File: src/rtl/iob2axi_burst_split_pkg.sv
// Shared AXI burst constants and helpers.
// Used by the burst planner and its calc stage.
package iob2axi_burst_split_pkg;

  localparam int AXI_LEN_W     = 8;
  localparam int AXI_MAX_BEATS = 256;
  localparam int AXI_4K_BYTES  = 4096;

  function automatic logic [12:0] min13(
    input logic [12:0] a,
    input logic [12:0] b
  );
    return (a < b) ? a : b;
  endfunction

endpackage

File: src/rtl/iob2axi_burst_calc.sv
// Burst size calc: beats left before the 4 KB
// page edge, capped by remaining and 256.
module iob2axi_burst_calc
  import iob2axi_burst_split_pkg::*;
#(
  parameter int TLEN_W = 16,
  parameter int BYTES  = 4
) (
  input  logic [11:0]       cur_addr,
  input  logic [TLEN_W-1:0] remaining,
  output logic [12:0]       beats
);

  localparam int LOG2B = $clog2(BYTES);

  logic [12:0] off;
  logic [12:0] to4k;
  logic [12:0] rem_c;

  // page room and length cap, 13-bit arithmetic
  always_comb begin
    off   = {1'b0, cur_addr};
    to4k  = (13'(AXI_4K_BYTES) - off) >> LOG2B;
    rem_c = (remaining >= TLEN_W'(AXI_MAX_BEATS))
          ? 13'(AXI_MAX_BEATS)
          : 13'(remaining);
    beats = min13(rem_c, to4k);
  end

endmodule

File: src/rtl/iob2axi_burst_split.sv
// Splits a transfer into AXI bursts that stay
// inside a 4 KB page and carry <= 256 beats.
module iob2axi_burst_split
  import iob2axi_burst_split_pkg::*;
#(
  parameter int AXI_ADDR_W = 32,
  parameter int AXI_DATA_W = 32,
  parameter int TLEN_W     = 16
) (
  input  logic                  clk,
  input  logic                  rst,
  input  logic                  run,
  input  logic [AXI_ADDR_W-1:0] addr,
  input  logic [TLEN_W-1:0]     length,
  output logic                  ready,
  output logic                  error,
  output logic                  burst_valid,
  output logic [AXI_ADDR_W-1:0] burst_addr,
  output logic [AXI_LEN_W-1:0]  burst_len,
  input  logic                  burst_ready,
  input  logic                  burst_done,
  input  logic                  burst_error
);

  localparam int BYTES = AXI_DATA_W / 8;
  localparam int LOG2B = $clog2(BYTES);
  localparam logic [AXI_ADDR_W-1:0] AMASK =
    ~AXI_ADDR_W'(BYTES - 1);

  localparam logic [1:0] IDLE  = 2'd0;
  localparam logic [1:0] CALC  = 2'd1;
  localparam logic [1:0] ISSUE = 2'd2;
  localparam logic [1:0] WAIT  = 2'd3;

  logic [1:0]            state;
  logic [AXI_ADDR_W-1:0] cur_addr;
  logic [TLEN_W-1:0]     remaining;
  logic [12:0]           beats;
  logic [12:0]           beats_q;

  iob2axi_burst_calc #(
    .TLEN_W (TLEN_W),
    .BYTES  (BYTES)
  ) u_calc (
    .cur_addr  (cur_addr[11:0]),
    .remaining (remaining),
    .beats     (beats)
  );

  assign ready       = (state == IDLE);
  assign burst_valid = (state == ISSUE);

  // planner FSM: latch, size, issue, await done
  always_ff @(posedge clk or posedge rst) begin
    if (rst) begin
      state      <= IDLE;
      cur_addr   <= '0;
      remaining  <= '0;
      beats_q    <= '0;
      burst_addr <= '0;
      burst_len  <= '0;
      error      <= 1'b0;
    end else begin
      unique case (state)
        IDLE: begin
          if (run) begin
            error <= 1'b0;
            if (length != '0) begin
              cur_addr  <= addr & AMASK;
              remaining <= length;
              state     <= CALC;
            end
          end
        end
        CALC: begin
          burst_addr <= cur_addr;
          burst_len  <= AXI_LEN_W'(beats - 13'd1);
          beats_q    <= beats;
          state      <= ISSUE;
        end
        ISSUE: begin
          if (burst_ready) begin
            cur_addr <= cur_addr +
              (AXI_ADDR_W'(beats_q) << LOG2B);
            remaining <= remaining -
              TLEN_W'(beats_q);
            state <= WAIT;
          end
        end
        WAIT: begin
          if (burst_done) begin
            if (burst_error) begin
              error <= 1'b1;
              state <= IDLE;
            end else if (remaining == '0) begin
              state <= IDLE;
            end else begin
              state <= CALC;
            end
          end
        end
        default: state <= IDLE;
      endcase
    end
  end

endmodule

File: config.mk
export PLATFORM = sky130hd
export DESIGN_NAME = iob2axi_burst_split
export DESIGN_NICKNAME = d
export VERILOG_FILES = /design/src/rtl/iob2axi_burst_split_pkg.sv /design/src/rtl/iob2axi_burst_calc.sv /design/src/rtl/iob2axi_burst_split.sv
export SDC_FILE = /design/constraint.sdc
export NUM_CORES = 1
export LEC_CHECK = 0
export ABC_AREA = 1
export CELL_PAD_IN_SITES_DETAIL_PLACEMENT = 1
export CELL_PAD_IN_SITES_GLOBAL_PLACEMENT = 1
export CORE_MARGIN = 10
export CORE_UTILIZATION = 43
export DETAILED_ROUTE_END_ITERATION = 10
export GPL_ROUTABILITY_DRIVEN = 0
export GPL_TIMING_DRIVEN = 0
export PLACE_DENSITY = 0.89
export SLEW_MARGIN = 15
export SYNTH_ARGS = -nofsm -noshare
export SYNTH_HDL_FRONTEND = slang
export SYNTH_SLANG_ARGS = --single-unit
File: constraint.sdc
create_clock -name clk -period 7.21 [get_ports clk]
set_clock_uncertainty 0.15 [all_clocks]
set_input_delay 1.0815 -clock clk [delete_from_list [all_inputs] [get_ports clk]]
set_output_delay 1.0815 -clock clk [all_outputs]
set_load 0.1 [all_outputs]
==> results of run 1 <==
-- flip-flops by register name, summed over array words and instances, names as in the netlist --
| register | cells |
|---|---|
| burst_addr | 30 |
| remaining | 16 |
| state | 2 |
| error | 1 |
| beats_q | 13 |
| burst_len | 8 |
| cur_addr | 30 |
-- synth_stat cells, types with 6 or more instances --
cell / number
a21oi_1: 45
buf_1: 6
clkbuf_1: 19
dfrtp_1: 100
ha_1: 42
inv_1: 115
nand2_1: 223
nand2_2: 8
nand3_1: 42
nand4_1: 14
nor2_1: 67
nor3_1: 14
o211ai_1: 18
o21ai_0: 113
o22ai_1: 11
xor2_1: 22
-- per-stage QoR --
stage                     utilization (%)  area [um^2]
after CTS                            54.3         8310
after detailed placement             52.3         8020
after global routing                 54.3         8310
after floorplan                         -         6800
after global placement               52.1         7980
final                                54.3         8310
-- cell usage in the layout (no fill, tap or decap), types with 3 or more instances in the layout --
| cell type | count |
|---|---|
| nand2_2 | 8 |
| nand3b_1 | 5 |
| xnor2_1 | 3 |
| o22ai_1 | 11 |
| nor2_1 | 67 |
| nor4_1 | 3 |
| buf_2 | 4 |
| buf_1 | 6 |
| dfrtp_1 | 100 |
| clkbuf_16 | 9 |
| clkdlybuf4s50_1 | 92 |
| clkbuf_1 | 19 |
| nand4_1 | 14 |
| o21ai_0 | 113 |
| nand3_1 | 42 |
| ha_1 | 42 |
| o21a_1 | 4 |
| nor3_1 | 14 |
| a21oi_1 | 45 |
| or2_2 | 5 |
| conb_1 | 4 |
| a31oi_1 | 4 |
| nand2_1 | 223 |
| xor2_1 | 22 |
| inv_1 | 114 |
| o21ai_1 | 4 |
| o31ai_1 | 5 |
| o211ai_1 | 18 |
| nand2_4 | 4 |
-- final timing paths --
kind,start,endpoint,slack (ns)
max reg2reg,cur_addr[2],burst_len[6],3.19
max in group asynchronous,rst,beats_q[4],5.34
max,cur_addr[2],burst_len[6],3.19
min reg2reg,burst_addr[16],burst_addr[16],0.33
min,burst_addr[16],burst_addr[16],0.33
min in group asynchronous,rst,burst_len[0],0.88
-- area by class of cell --
class | instances | area (um^2)
fill | 1964 | 7000
multi-input combinational | 682 | 3710
sequential | 100 | 2500
timing repair buffer | 93 | 948
inverter | 116 | 440
tap | 211 | 264
clock buffer | 11 | 253
buffer | 32 | 149
clock inverter | 5 | 43.8
-- worst max-delay path, cell delays in order, from the launching register on --
cell and delay (ns):
dfrtp_1 0.46, inv_1 0.14, ha_1 0.20, nand2_1 0.08, nor2_1 0.23, nand4_1 0.19
nor2_1 0.26, xor2_1 0.26, ha_1 0.29, a21oi_1 0.15, o21a_1 0.14, o21a_1 0.32
nand3b_1 0.15, nand2_1 0.18, ha_1 0.20, nand2_1 0.11, nor2_2 0.17, nand3_1 0.10
nand2_1 0.07, nand2_1 0.05
-- per-layer routing --
metal  up-vias  wire length [um]
met1      3476             11100
li1       3265                 -
met2       256             11900
met3        33              1470
met5         -                 0
met4         0               625
-- cells by family after synthesis --
family,count (synthesis)
xor gates and xnor gates,25
buffers and inverters,148
other,1
AOI/OAI and AO/OA,214
DFF,100
and+or+nand+nor,395
adders and majority gates,44
==> metrics.cfg, run 1 <==
[worst_hold_path]
hold_path.class=flip-flop to flip-flop
hold-path-cell-count=2

[synth]
adder_cell_area_share_of_the_yosys_netlist_pct=8.33
synth_seq_area_share_pct=36.9
synthCells=927
synthTopCellsByArea=dfrtp_1 37%, nand2_1 12%, o21ai_0 8.3%
synthXorXnorAreaFrac_pct=3.23
synth-async-reset-ratio_pct=100
synthesis.area_mm2=0.00679
synthSimpleGateAreaFrac_pct=25.3
yosys_warnings=0
mux_contribution_to_synthesized_area_pct=0
synth_top_family_by_area=simple AND/OR/NAND/NOR gates
compound_cell_area_share_of_the_yosys_netlist_pct=17.6
synth.ff_latch_count=100
distinct_cells_synth=48
dominantRegCellSynth=dfrtp_1
synth-edff-count=0
yosys_top_cell_by_area=dfrtp_1
average_cell_area_after_synthesis_um2=7.32
post-synth-top-area-fraction_pct=36.9

[sta]
fin_crit_ns=4.02
finalWorstSetupSlack_ns=3.19
final_setup_vio_count=0
grt_setup_unrepaired=no
max-slew-margin-rel_pct=32.8
timing_worst_slew_pin_value_ns=1.00
finalHoldWorstSlack_ns=0.329
final-max-slew-violation-count=0
hold_viol=0
fin_setup_tns_ns=0
fin_crit_sh_pct=55.7
fmax_ghz=0.249

[floorplan]
die_h_um=146
num_io_pins=97
die-width_um=146
core_footprint_mm2=0.0153
floorplan.initialDensity_pct=44.3
rows=45
die_area_mm2=0.0212

[drt]
drt-total-wl_um=25000
drc=0
drt_first_pass_iters=5
dr.first_iter.drc_count=508
routed-via-count=7030
vias_per_cell=5.62
wl_per_cell_um=20.0
final_antenna_net_count=0

[clock_network]
cts_max_level=3
tritoncts=built
cts_hold_buffers=0
clkSlewWorstSetupHoldPaths_ns=0.08
clock_path_buffers=2
cts_resized=0
numCtsBuffers=9
clkSinkCount=100
cts_root_buffer=clkbuf_16
post_cts_setup_buffer_count=0
clk-insertion-delay-late_ns=0.37

[placement]
detailed_placement_wirelength_estimate_um=19200
placement.setup.worst_slack_ns=3.43
port_buffers=92
placed_cells=1234

[outcome]
run_status=completed

[worst_setup_path]
crit_path_start_kind=flip-flop
cp_arrival_ns=4.13
critical_path.endpoint_type=flip-flop
r2r_cells=19
critPathKind=flip-flop to flip-flop
critical_path_peak_fanout=7
cp.required_ns=7.32

[grt]
met3_usage_pct=4.72
top_usage_layer=met2
globalRouteMet2Util_pct=38.8
grt.total_usage_pct=23.3
antenna_found_initial=0
global_route.usage.met1_pct=29.3
globalRouteOverflowTotal=0
grt_max_degree=82
global_route_wire_length_before_repair_um=39700
grt_pass1_vias=7347

[job]
max_cap_viol_count=0

[final_layout]
n_antenna_cell=0
syn_to_layout_area_delta_pct=22.5
cell_count_final_fillers_out=1250
final_layout_size_suffix_gt1_share_pct=5.10
final_nets=1132

Power of run 1 is not shown: default switching activity piles up to over one toggle a cycle in this logic, so the estimate is an artifact.
==> run 2: changes to the inputs <==
--- a/config.mk
+++ b/config.mk
@@ -9,11 +9,11 @@
 export CELL_PAD_IN_SITES_DETAIL_PLACEMENT = 1
 export CELL_PAD_IN_SITES_GLOBAL_PLACEMENT = 1
 export CORE_MARGIN = 10
-export CORE_UTILIZATION = 43
+export CORE_UTILIZATION = 40
 export DETAILED_ROUTE_END_ITERATION = 10
 export GPL_ROUTABILITY_DRIVEN = 0
 export GPL_TIMING_DRIVEN = 0
-export PLACE_DENSITY = 0.89
+export PLACE_DENSITY = 0.84
 export SLEW_MARGIN = 15
 export SYNTH_ARGS = -nofsm -noshare
 export SYNTH_HDL_FRONTEND = slang
==> constraint.sdc (replaced) <==
create_clock -name clk -period 4.1 [get_ports clk]
set_clock_uncertainty 0.15 [all_clocks]
set_input_delay 0.615 -clock clk [delete_from_list [all_inputs] [get_ports clk]]
set_output_delay 0.615 -clock clk [all_outputs]
set_load 0.1 [all_outputs]
==> run 2 against run 1 <==
Global-route usage decreased by 1.2 points. Worst setup slack got worse by 2.9 ns. Cell area increased by 0.36%. Via count decreased by 1.3%. Critical path depth unchanged. Wire length increased by 0.49%. Non-clock buffer count unchanged. Largest cell class unchanged.
==> metrics.cfg, run 2 (synthesized netlist as in run 1, its figures left out) <==
[outcome]
run_status=completed  ; unchanged

[floorplan]
core_footprint_mm2=0.0166  ; was 0.0153 mm^2
die_area_mm2=0.0226  ; was 0.0212 mm^2
floorplan.initialDensity_pct=40.9  ; was 44.3%
num_io_pins=97  ; unchanged
die-width_um=150  ; was 146 um
rows=47  ; was 45
die_h_um=150  ; was 146 um

[final_layout]
syn_to_layout_area_delta_pct=22.9  ; was 22.5%
final_util_pct=50.3  ; was 54.3%
most_frequent_standard_cell_in_the_layout_excluding_fill_and_tap_cells=nand2_1  ; unchanged
largest_registers=burst_addr: 30 flops, cur_addr: 30 flops, remaining: 16 flops  ; unchanged
stdcell_area_mm2=0.00834  ; was 0.00831 mm^2
multi_input_comb_area_mm2=0.00372  ; was 0.00371 mm^2
final_nets=1132  ; unchanged
final.fill_count=2104  ; was 1964
final_layout_size_suffix_gt1_share_pct=5.20  ; was 5.10%
layout_common_cells=223 x nand2_1, 114 x inv_1, 113 x o21ai_0  ; unchanged
n_antenna_cell=0  ; unchanged
area.sequential_mm2=0.00250  ; unchanged

[grt]
grt_max_degree=52  ; was 82
grt_pass1_vias=7130  ; was 7347
antenna_found_initial=0  ; unchanged
globalRouteOverflowTotal=0  ; unchanged
grt.total_usage_pct=22.1  ; was 23.3%
global_route_wire_length_before_repair_um=38900  ; was 39700 um

[worst_setup_path]
crit_path_start_kind=flip-flop  ; unchanged
cp_arrival_ns=3.89  ; was 4.13 ns
critical_path_peak_fanout=7  ; unchanged
critical_path.endpoint_type=flip-flop  ; unchanged
cp.required_ns=4.20  ; was 7.32 ns
critPathKind=flip-flop to flip-flop  ; unchanged

[clock_network]
tritoncts=built  ; unchanged
clk-insertion-delay-late_ns=0.36  ; was 0.37 ns
clkSinkCount=100  ; unchanged
cts_hold_buffers=0  ; unchanged
cts_max_level=3  ; unchanged
clock_path_buffers=2  ; unchanged
clkSlewWorstSetupHoldPaths_ns=0.07  ; was 0.08 ns
cts_root_buffer=clkbuf_16  ; unchanged
numCtsBuffers=9  ; unchanged

[drt]
dr.first_iter.drc_count=479  ; was 508
drt_first_pass_iters=5  ; unchanged
vias_per_cell=5.52  ; was 5.62
wl_per_cell_um=20.0  ; about the same
drt-total-wl_um=25200  ; was 25000 um
final_antenna_net_count=0  ; unchanged
routed-via-count=6941  ; was 7030
drc=0  ; unchanged

[sta]
grt_setup_unrepaired=no  ; unchanged
finalHoldWorstSlack_ns=0.319  ; was 0.329 ns
timing_worst_slew_pin_value_ns=1.00  ; about the same
final-max-slew-violation-count=0  ; unchanged
hold_viol=0  ; unchanged
fin_crit_sh_pct=92.4  ; was 55.7%
fin_crit_ns=3.79  ; was 4.02 ns
max-slew-margin-rel_pct=32.8  ; about the same
fmax_ghz=0.264  ; was 0.249 GHz
final_setup_vio_count=0  ; unchanged

[placement]
port_buffers=92  ; unchanged
detailed_placement_wirelength_estimate_um=19200  ; about the same
postPlaceCellArea_mm2=0.00803  ; was 0.00802 mm^2

[job]
max_cap_viol_count=0  ; unchanged

[worst_hold_path]
hold_path.class=flip-flop to flip-flop  ; unchanged

[run 2: cell types whose count changed in the layout (fill, tap and decap cells not counted), sizes merged]
cell    change
clkbuf      +1
clkinv      -1
bufinv      +1
inv         -2
[run 2: path summary, 6_finish.rpt]
path	to	start	cells past startpoint	slack, ns
setup / recovery	burst_len[6]	cur_addr[3]	19	0.31
hold / removal	burst_addr[13]	burst_addr[13]	2	0.32
setup reg to reg	burst_len[6]	cur_addr[3]	19	0.31
hold reg to reg	burst_addr[13]	burst_addr[13]	2	0.32
max in group asynchronous	burst_addr[12]	rst	3	2.64
min in group asynchronous	beats_q[0]	rst	2	0.53
[run 2: final cells by class]
cell class	count	area share (%)
repair buffers	93	11.4
inverters	116	5.28
clock inverters	3	0.540
multi-input cells	682	44.5
plain buffers	32	1.78
clock buffers	12	3.19
flip-flops and latches	100	30.0
well taps	220	3.30
[run 2: per-layer routing]
layer	share of wire, %	vias up	routed length (um)	track usage [%]
li1	-	3267	-	-
met5	0	-	0	0
met4	1.8	0	450	6.17
met2	47	210	11900	37.1
met1	45	3428	11200	28.8
met3	6.2	36	1550	3.33
[run 2: what timing repair did]
action	in CTS	in global routing
buffers inserted	0	0
hold endpoints to repair	0	0
setup endpoints to repair	0	4
resized for setup	0	2
[run 2: critical path: stages (launching register included)]
cell and delay [ns]:
dfrtp_1 0.41, inv_1 0.19, ha_1 0.22, nand2_1 0.08, nor2_2 0.15, nand4_1 0.17
nor2_1 0.21, xor2_1 0.25, ha_1 0.30, a21oi_1 0.19, o21a_1 0.15, o21a_2 0.23
nand3_1 0.15, nand2_2 0.14, ha_1 0.19, nand2_1 0.11, nor2_2 0.16, nand3_1 0.09
nand2_1 0.07, nand2_1 0.05
[run 2: per-stage QoR]
stage / setup TNS, ns / cells / setup slack, ns
floorplan: 0 / 930 / 0.716
global route: 0 / 1258 / 0.0175
finish: 0 / 1258 / 0.310
CTS: 0 / 1258 / 0.175
global placement: -99.94 / 1242 / -1.01
detailed placement: 0 / 1243 / 0.283
Power of run 2 is left out for the same reason.
==> run 3: changes to the inputs <==
--- a/config.mk
+++ b/config.mk
@@ -13,6 +13,7 @@
 export DETAILED_ROUTE_END_ITERATION = 10
 export GPL_ROUTABILITY_DRIVEN = 0
 export GPL_TIMING_DRIVEN = 0
+export MAX_ROUTING_LAYER = met4
 export PLACE_DENSITY = 0.84
 export SLEW_MARGIN = 15
 export SYNTH_ARGS = -nofsm -noshare
==> run 3 against run 2 <==
Fmax decreased by 0.34%. Critical path depth stayed put. Worst setup slack lost 0.013 ns. Die area unchanged. Hold slack about the same. Sequential share of layout area is the same. Register-to-register slack barely moved. Cell area stayed put. First-iteration DRC count rose by 4.0%. Wire length shrank 0.41%.
==> metrics.cfg, run 3 (synthesized netlist as in run 1, its figures left out) <==
[clock_network]
clkSinkCount=100  ; unchanged
cts_root_buffer=clkbuf_16  ; unchanged
tritoncts=built  ; unchanged
clkSlewWorstSetupHoldPaths_ns=0.07  ; about the same
clk-insertion-delay-late_ns=0.36  ; about the same
post_cts_setup_buffer_count=0  ; unchanged
numCtsBuffers=9  ; unchanged
cts_max_level=3  ; unchanged
clock_path_buffers=2  ; unchanged
cts_hold_buffers=0  ; unchanged
cts_resized=0  ; unchanged

[sta]
fmax_ghz=0.263  ; was 0.264 GHz
fin_crit_sh_pct=92.7  ; was 92.4%
final-max-slew-violation-count=0  ; unchanged
timing_worst_slew_pin_value_ns=1.00  ; about the same
finalWorstSetupSlack_ns=0.297  ; was 0.310 ns
hold_viol=0  ; unchanged
fin_crit_ns=3.80  ; was 3.79 ns
final_setup_vio_count=0  ; unchanged
max-slew-margin-rel_pct=32.9  ; was 32.8%
grt_setup_unrepaired=no  ; unchanged

[final_layout]
largest_registers=burst_addr: 30 flops, cur_addr: 30 flops, remaining: 16 flops  ; unchanged
final_nets=1132  ; unchanged
n_antenna_cell=0  ; unchanged
cell_count_final_fillers_out=1258  ; unchanged
syn_to_layout_area_delta_pct=22.9  ; unchanged
stdcell_area_mm2=0.00834  ; unchanged
most_frequent_standard_cell_in_the_layout_excluding_fill_and_tap_cells=nand2_1  ; unchanged
layout_common_cells=223 x nand2_1, 114 x inv_1, 113 x o21ai_0  ; unchanged
final_layout_size_suffix_gt1_share_pct=5.20  ; unchanged

[drt]
final_antenna_net_count=0  ; unchanged
vias_per_cell=5.50  ; was 5.52
routed-via-count=6914  ; was 6941
dr.first_iter.drc_count=498  ; was 479
wl_per_cell_um=19.9  ; was 20.0 um
drt_first_pass_iters=5  ; unchanged
drc=0  ; unchanged
drt-total-wl_um=25100  ; was 25200 um

[floorplan]
die_area_mm2=0.0226  ; unchanged
die_h_um=150  ; unchanged
num_io_pins=97  ; unchanged
die-width_um=150  ; unchanged
rows=47  ; unchanged
floorplan.initialDensity_pct=40.9  ; unchanged
core_footprint_mm2=0.0166  ; unchanged

[placement]
detailed_placement_wirelength_estimate_um=19200  ; unchanged
postPlaceCellArea_mm2=0.00803  ; unchanged
placed_cells=1243  ; unchanged
port_buffers=92  ; unchanged
placement.setup.worst_slack_ns=0.283  ; unchanged

[worst_setup_path]
cpLargestDelayFamily=simple AND/OR/NAND/NOR gates  ; unchanged
critical_path.most_common_cell=nand2_1  ; unchanged
critical_path_cell_count=19  ; unchanged
critPathKind=flip-flop to flip-flop  ; unchanged
r2r_setup_slack_ns=0.30  ; was 0.31 ns
worst_setup_path_endpoint=burst_len[6]  ; unchanged
timing.critical_path.buf_inv=1  ; unchanged
critical_path.endpoint_type=flip-flop  ; unchanged
cp_arrival_ns=3.90  ; was 3.89 ns
r2r_cells=19  ; unchanged
cp.required_ns=4.20  ; about the same
cpMaxStageDelayCell=dfrtp_1  ; unchanged
crit_path_start_kind=flip-flop  ; unchanged
worstSetupStartpoint=cur_addr[3]  ; unchanged
regToRegStartpoint=cur_addr[3]  ; unchanged
critical_path_peak_fanout=7  ; unchanged
timing.critical_path.slowest_cell_delay_ns=0.41  ; about the same
crit_chain=inv_1, ha_1, nand2_1, nor2_2, nand4_1, nor2_1, xor2_1, ha_1, a21oi_1, o21a_1, o21a_2, nand3_1, nand2_2, ha_1, nand2_1, nor2_2, nand3_1, nand2_1, nand2_1  ; unchanged
rr_endpoint=burst_len[6]  ; unchanged

[grt]
antenna_found_initial=0  ; unchanged
grt_pass1_vias=7132  ; was 7130
globalRouteMet2Util_pct=37.1  ; unchanged
grt_max_degree=52  ; unchanged
global_route.usage.met1_pct=28.9  ; was 28.8%
grt.total_usage_pct=22.7  ; was 22.1%
globalRouteOverflowTotal=0  ; unchanged
top_usage_layer=met2  ; unchanged
met3_usage_pct=3.30  ; was 3.33%
global_route_wire_length_before_repair_um=39000  ; was 38900 um

[worst_hold_path]
hold-path-cell-count=2  ; unchanged
hold_path.class=flip-flop to flip-flop  ; unchanged

[job]
max_cap_viol_count=0  ; unchanged

[outcome]
run_status=completed  ; unchanged

run 3: worst min path at each step:
stage,from,endpoint
floorplan,cur_addr[31],cur_addr[31]
global placement,burst_addr[13],burst_addr[13]
detailed placement,burst_addr[13],burst_addr[13]
CTS,burst_addr[13],burst_addr[13]
global route,burst_addr[13],burst_addr[13]
finish,burst_addr[13],burst_addr[13]
run 3: worst reg2reg max path, delay by kind of cell (launching register included):
| kind | cells | cell delay, ns |
|---|---|---|
| flip-flops | 1 | 0.41 |
| XOR/XNOR | 1 | 0.25 |
| AND/OR/NAND/NOR | 11 | 1.42 |
| buffers and inverters | 1 | 0.19 |
| adder cells (fa/ha/maj) | 3 | 0.71 |
| AO/OA/AOI/OAI | 3 | 0.58 |
run 3: stage by stage:
stage	hold WS (ns)	utilization [%]	TNS [ns]
2_1_floorplan	0.325	-	0
3_3_place_gp	0.304	48.2	-99.94
3_5_place_dp	0.307	48.4	0
4_1_cts	0.325	50.3	0
5_1_grt	0.351	50.3	0
6_report	0.318	50.3	0
run 3: layout make-up:
class,instances,area [um^2]
Buffer,32,149
Clock buffer,12,267
Clock inverter,3,45.0
Fill cell,2104,8240
Sequential cell,100,2500
Tap cell,220,275
Multi-Input combinational cell,682,3720
Timing Repair Buffer,93,948
Inverter,116,440
run 3: routing by layer:
metal | share of wire (%) | vias to the layer above
met3 | 6.0 | 35
met1 | 45 | 3423
li1 | - | 3263
met5 | 0 | -
met2 | 47 | 193
met4 | 1.9 | 0
Power of run 3 is left out for the same reason.
==> RTL edit 1 (flow settings as in run 3) <==
Make the reset (`rst`) synchronous in one clocked block.
--- a/src/rtl/iob2axi_burst_split.sv
+++ b/src/rtl/iob2axi_burst_split.sv
@@ -53,3 +53,3 @@
   // planner FSM: latch, size, issue, await done
-  always_ff @(posedge clk or posedge rst) begin
+  always_ff @(posedge clk) begin
     if (rst) begin
Formal check against the unedited RTL: differs if rst is asserted again (counterexample within 4 cycles, from zero or initial values and one cycle with rst high); with rst held inactive, the same outputs for 4 cycles.
==> RTL edit 1 against run 3 <==
Routed wire length fell by 2.8%. Fmax increased by 2.7%. Highest routed layer unchanged. Synthesized area decreased by 5.7%. Utilization is 0.064 points higher. Sequential share of layout area down 4.8 points. Cell area decreased by 4.8%. Die area decreased by 5.0%. Non-clock buffer count up 3. Sequential cell count unchanged. Global-route usage about the same. Worst setup slack better by 100 ps. Critical path depth up 2.
==> RTL edit 1: results (changes against run 3) <==
- DRT iter0 DRCs: 511 (+2.6%)
- Final net count: 1140 (+0.71%)
- Largest net degree at the start of global routing: 20 (-62%)
- First-pass GRT wire length: 38220 µm (-1.9%)
- Routed length per instance: 19.30 µm (-3.1%)
- Met3 wire length: 1221 µm (-19%)
- DP HPWL: 19240 µm (about the same)
- Syn_area_per_cell: 6.836 µm² (-6.6%)
- Slowest-stage cell, CP: dfxtp_1
- Share of layout cells above drive strength 1: 0.05158 (-0.0004472)
- Vias per Instance: 5.490 (-0.11%)
- Met3 Track Usage GR: 0.03492 (+0.001906)
- Status: finished, final reports clean
- Met2 WL: 11120 µm (-6.4%)
- Post-synth top cells: nand2_1 (188), dfxtp_1 (100), a21oi_1 (98)
- GR Util met1: 0.2946 (+0.005675)
- DRT met1 WL: 11550 µm (+3.0%)
- Placed Area: 0.007601 mm² (-5.3%)
- Via count: 6934 (+0.29%)
- Ys async rst share: 0 (-1.000)
- Placed cells: 1247 (+0.32%)
- Worst-margin pin slew: 1052 ps (+48.72 ps)
- Number of global-route vias before repair: 7097 (-0.49%)
- Crit Path Max Fanout: 8 (+1)
- Synth area leaders: dfxtp_1 (31%), nand2_1 (11%), ha_1 (8.2%)
- Sequential area share after synthesis: 0.3129 (-0.05580)
- Critical Path AT: 3810 ps (-90 ps)
- Critical path's largest stage delay: 330 ps (-80 ps)
- Reg2reg path depth: 21 (+2)
==> RTL edit 1: final timing paths <==
kind	slack [ps]	to	start
max	400	burst_len[6]	cur_addr[3]
min reg2reg	310	burst_addr[17]	burst_addr[17]
max reg2reg	400	burst_len[6]	cur_addr[3]
min	310	burst_addr[17]	burst_addr[17]
==> RTL edit 1: metrics by stage <==
stage                     hold WS [ps]  setup slack, ps    util
after floorplan                  287.7            671.3       -
after global placement           288.4            10.64  0.4820
after detailed placement         296.0           -145.7  0.4820
after CTS                        315.7            68.06  0.5023
after global routing             345.6            44.88  0.5037
final                            310.7            398.5  0.5037
==> RTL edit 1: repair_timing <==
| item | in CTS | in global routing |
|---|---|---|
| pin swaps | 0 | 0 |
| cloned | 0 | 0 |
| resized for setup | 2 | 6 |
| setup endpoints to repair | 3 | 7 |
==> RTL edit 1: cells by family after synthesis <==
logic type / after synthesis / synth area share
AO/OA/AOI/OAI: 243 / 0.2114
XOR/XNOR: 33 / 0.04517
adder cells (fa/ha/maj): 44 / 0.08838
buffers and inverters: 137 / 0.08702
flip-flops: 100 / 0.3129
other: 1 / 0.0005861
AND/OR/NAND/NOR: 378 / 0.2546
==> RTL edit 1: power breakdown <==
| part | switching [mW] | leakage (nW) | internal [mW] |
|---|---|---|---|
| clock network | 0.437 | 0.154 | 0.492 |
| registers | 0.322 | 0.820 | 1.31 |
| logic | 3.55 | 2.31 | 1.56 |
| total | 4.31 | 3.28 | 3.36 |
==> RTL edit 1: final cells by class <==
cell class              count  area [µm²]
repair buffers             92       920.9
inverters                 101       379.1
fillers                  2078        7826
well taps                 216       270.3
clock buffers               9       225.2
clock inverters             7       91.34
flip-flops and latches    100        2002
multi-input cells         702        3877
plain buffers              36       177.7
==> RTL edit 2 (config.mk and constraints of run 3) <==
Without the edit above. Change the parameter `AXI_DATA_W` from 32 to 64.
--- a/src/rtl/iob2axi_burst_split.sv
+++ b/src/rtl/iob2axi_burst_split.sv
@@ -6,3 +6,3 @@
   parameter int AXI_ADDR_W = 32,
-  parameter int AXI_DATA_W = 32,
+  parameter int AXI_DATA_W = 64,
   parameter int TLEN_W     = 16
Check against the original RTL: not equivalent (a bounded check fails within 4 cycles, from zero or initial values and one cycle with rst high).
==> RTL edit 2 against run 3 <==
Sequential cell count down 2. Synthesized area shrank 2.9%. Cell area down 2.5%. Die area is 2.5% lower. Routed wire length decreased by 4.3%. Worst setup slack better by 92 ps. Fmax rose by 2.5%. Highest routed layer unchanged.
Power is not shown: default switching activity piles up to over one toggle a cycle in this logic, so the estimate is an artifact.
==> RTL edit 2: results (changes against run 3) <==
- Status: finished, final reports clean
- Complex-gate fraction of the synthesized area: 0.1795 (+0.003785)
- Cts repair resizes: 0 (unchanged)
- Largest net degree at the start of global routing: 65 (+25%)
- Adder-cell share of the synthesized area: 0.08583 (+0.002516)
- Routed length per instance: 19.84 µm (-0.42%)
- Final net count: 1086 (-4.1%)
- Critical Path AT: 3810 ps (-90 ps)
- Initial antenna violation count: 0 (unchanged)
- Share of layout cells above drive strength 1: 0.04935 (-0.002678)
- Slew headroom: 0.3352 (+0.005942)
- First-pass GRT wire length: 37440 µm (-3.9%)
- Sequential area share after synthesis: 0.3722 (+0.003535)
- CTS root buf: clkbuf_16
- Top flop regs: burst_addr: 29 flops, cur_addr: 29 flops, remaining: 16 flops
- Post-synth top cells: nand2_1 (209), o21ai_0 (104), dfrtp_1 (98), inv_1 (98), nor2_1 (67)
- Critical path's largest stage delay: 440 ps (+30 ps)
- Post-synth EDFFs: 0 (unchanged)
- Number of global-route vias before repair: 7038 (-1.3%)
- HP Start: burst_addr[18]
- H-Tree Depth: 3 (unchanged)
- Overall Global Routing Usage: 0.2209 (-0.006412)
- Mux contribution to synthesized area: 0 (unchanged)
- Via count: 6620 (-4.3%)
- Final Max Slew Viols: 0 (unchanged)
- Ys async rst share: 1.000 (unchanged)
- # port buffers: 90 (-2.2%)
- Synth area leaders: dfrtp_1 (37%), nand2_1 (12%), ha_1 (8.0%)
- XOR/XNOR Fraction of Synth Area: 0.03855 (+0.006291)
- Hold Crit Depth: 2 (unchanged)
- Netlist cell types: 46 (-4.2%)
- # Post-CTS Setup Buffers: 0 (unchanged)
- DRT iter0 DRCs: 340 (-32%)
- DP HPWL: 18630 µm (-3.1%)
- Crit Path Max Fanout: 5 (-2)
[RTL edit 2: cell count changes after synthesis, moves of 4 or more]
cell and delta:
o21ai_1 +4, nand3_1 -15, o211ai_1 +4, nand2_1 -14, nor4_1 +6, o22ai_1 -4, o21ai_0 -9, inv_1 -17
[RTL edit 2: final timing paths]
check	to	slack (ps)
min	burst_addr[18]	320
min reg2reg	burst_addr[18]	320
max	burst_len[6]	390
min in group asynchronous	burst_addr[26]	470
max reg2reg	burst_len[6]	390
max in group asynchronous	remaining[4]	2700
[RTL edit 2: per-stage QoR]
| stage | setup TNS (ps) | setup slack, ps | std cells | hold slack (ps) | cell area [µm²] |
|---|---|---|---|---|---|
| after global routing | 0 | 57.91 | 1209 | 350.8 | 8132 |
| after global placement | -95220 | -977.8 | 1192 | 308.3 | 7771 |
| after detailed placement | 0 | 419.3 | 1193 | 312.4 | 7804 |
| final | 0 | 389.7 | 1209 | 321.0 | 8132 |
| after floorplan | 0 | 772.9 | 886 | 321.0 | 6600 |
| after CTS | 0 | 384.3 | 1209 | 328.0 | 8132 |
[RTL edit 2: worst max-delay path: cells and delay by family, from the launching register on]
family                   cells  cell delay [ps]
flip-flops                   1              440
XOR/XNOR                     1              210
adder cells (fa/ha/maj)      3              650
buffers and inverters        1              210
AO/OA/AOI/OAI                3              660
AND/OR/NAND/NOR             11             1260
[RTL edit 2: final cells by class]
cell class                 instances  area, µm²
fill                            2062       7869
clock buffer                      11      242.7
buffer                            32      150.1
multi-input combinational        653       3611
sequential                        98       2452
timing repair buffer              91      928.4
tap                              216      270.3
clock inverter                     5      85.08
inverter                         103      391.6
[RTL edit 2: per-layer routing]
layer / GRT usage / routed length (µm)
met1: 0.2741 / 10870
met2: 0.3600 / 11400
met3: 0.03034 / 1076
met4: 0.08226 / 635
met5: - / 0
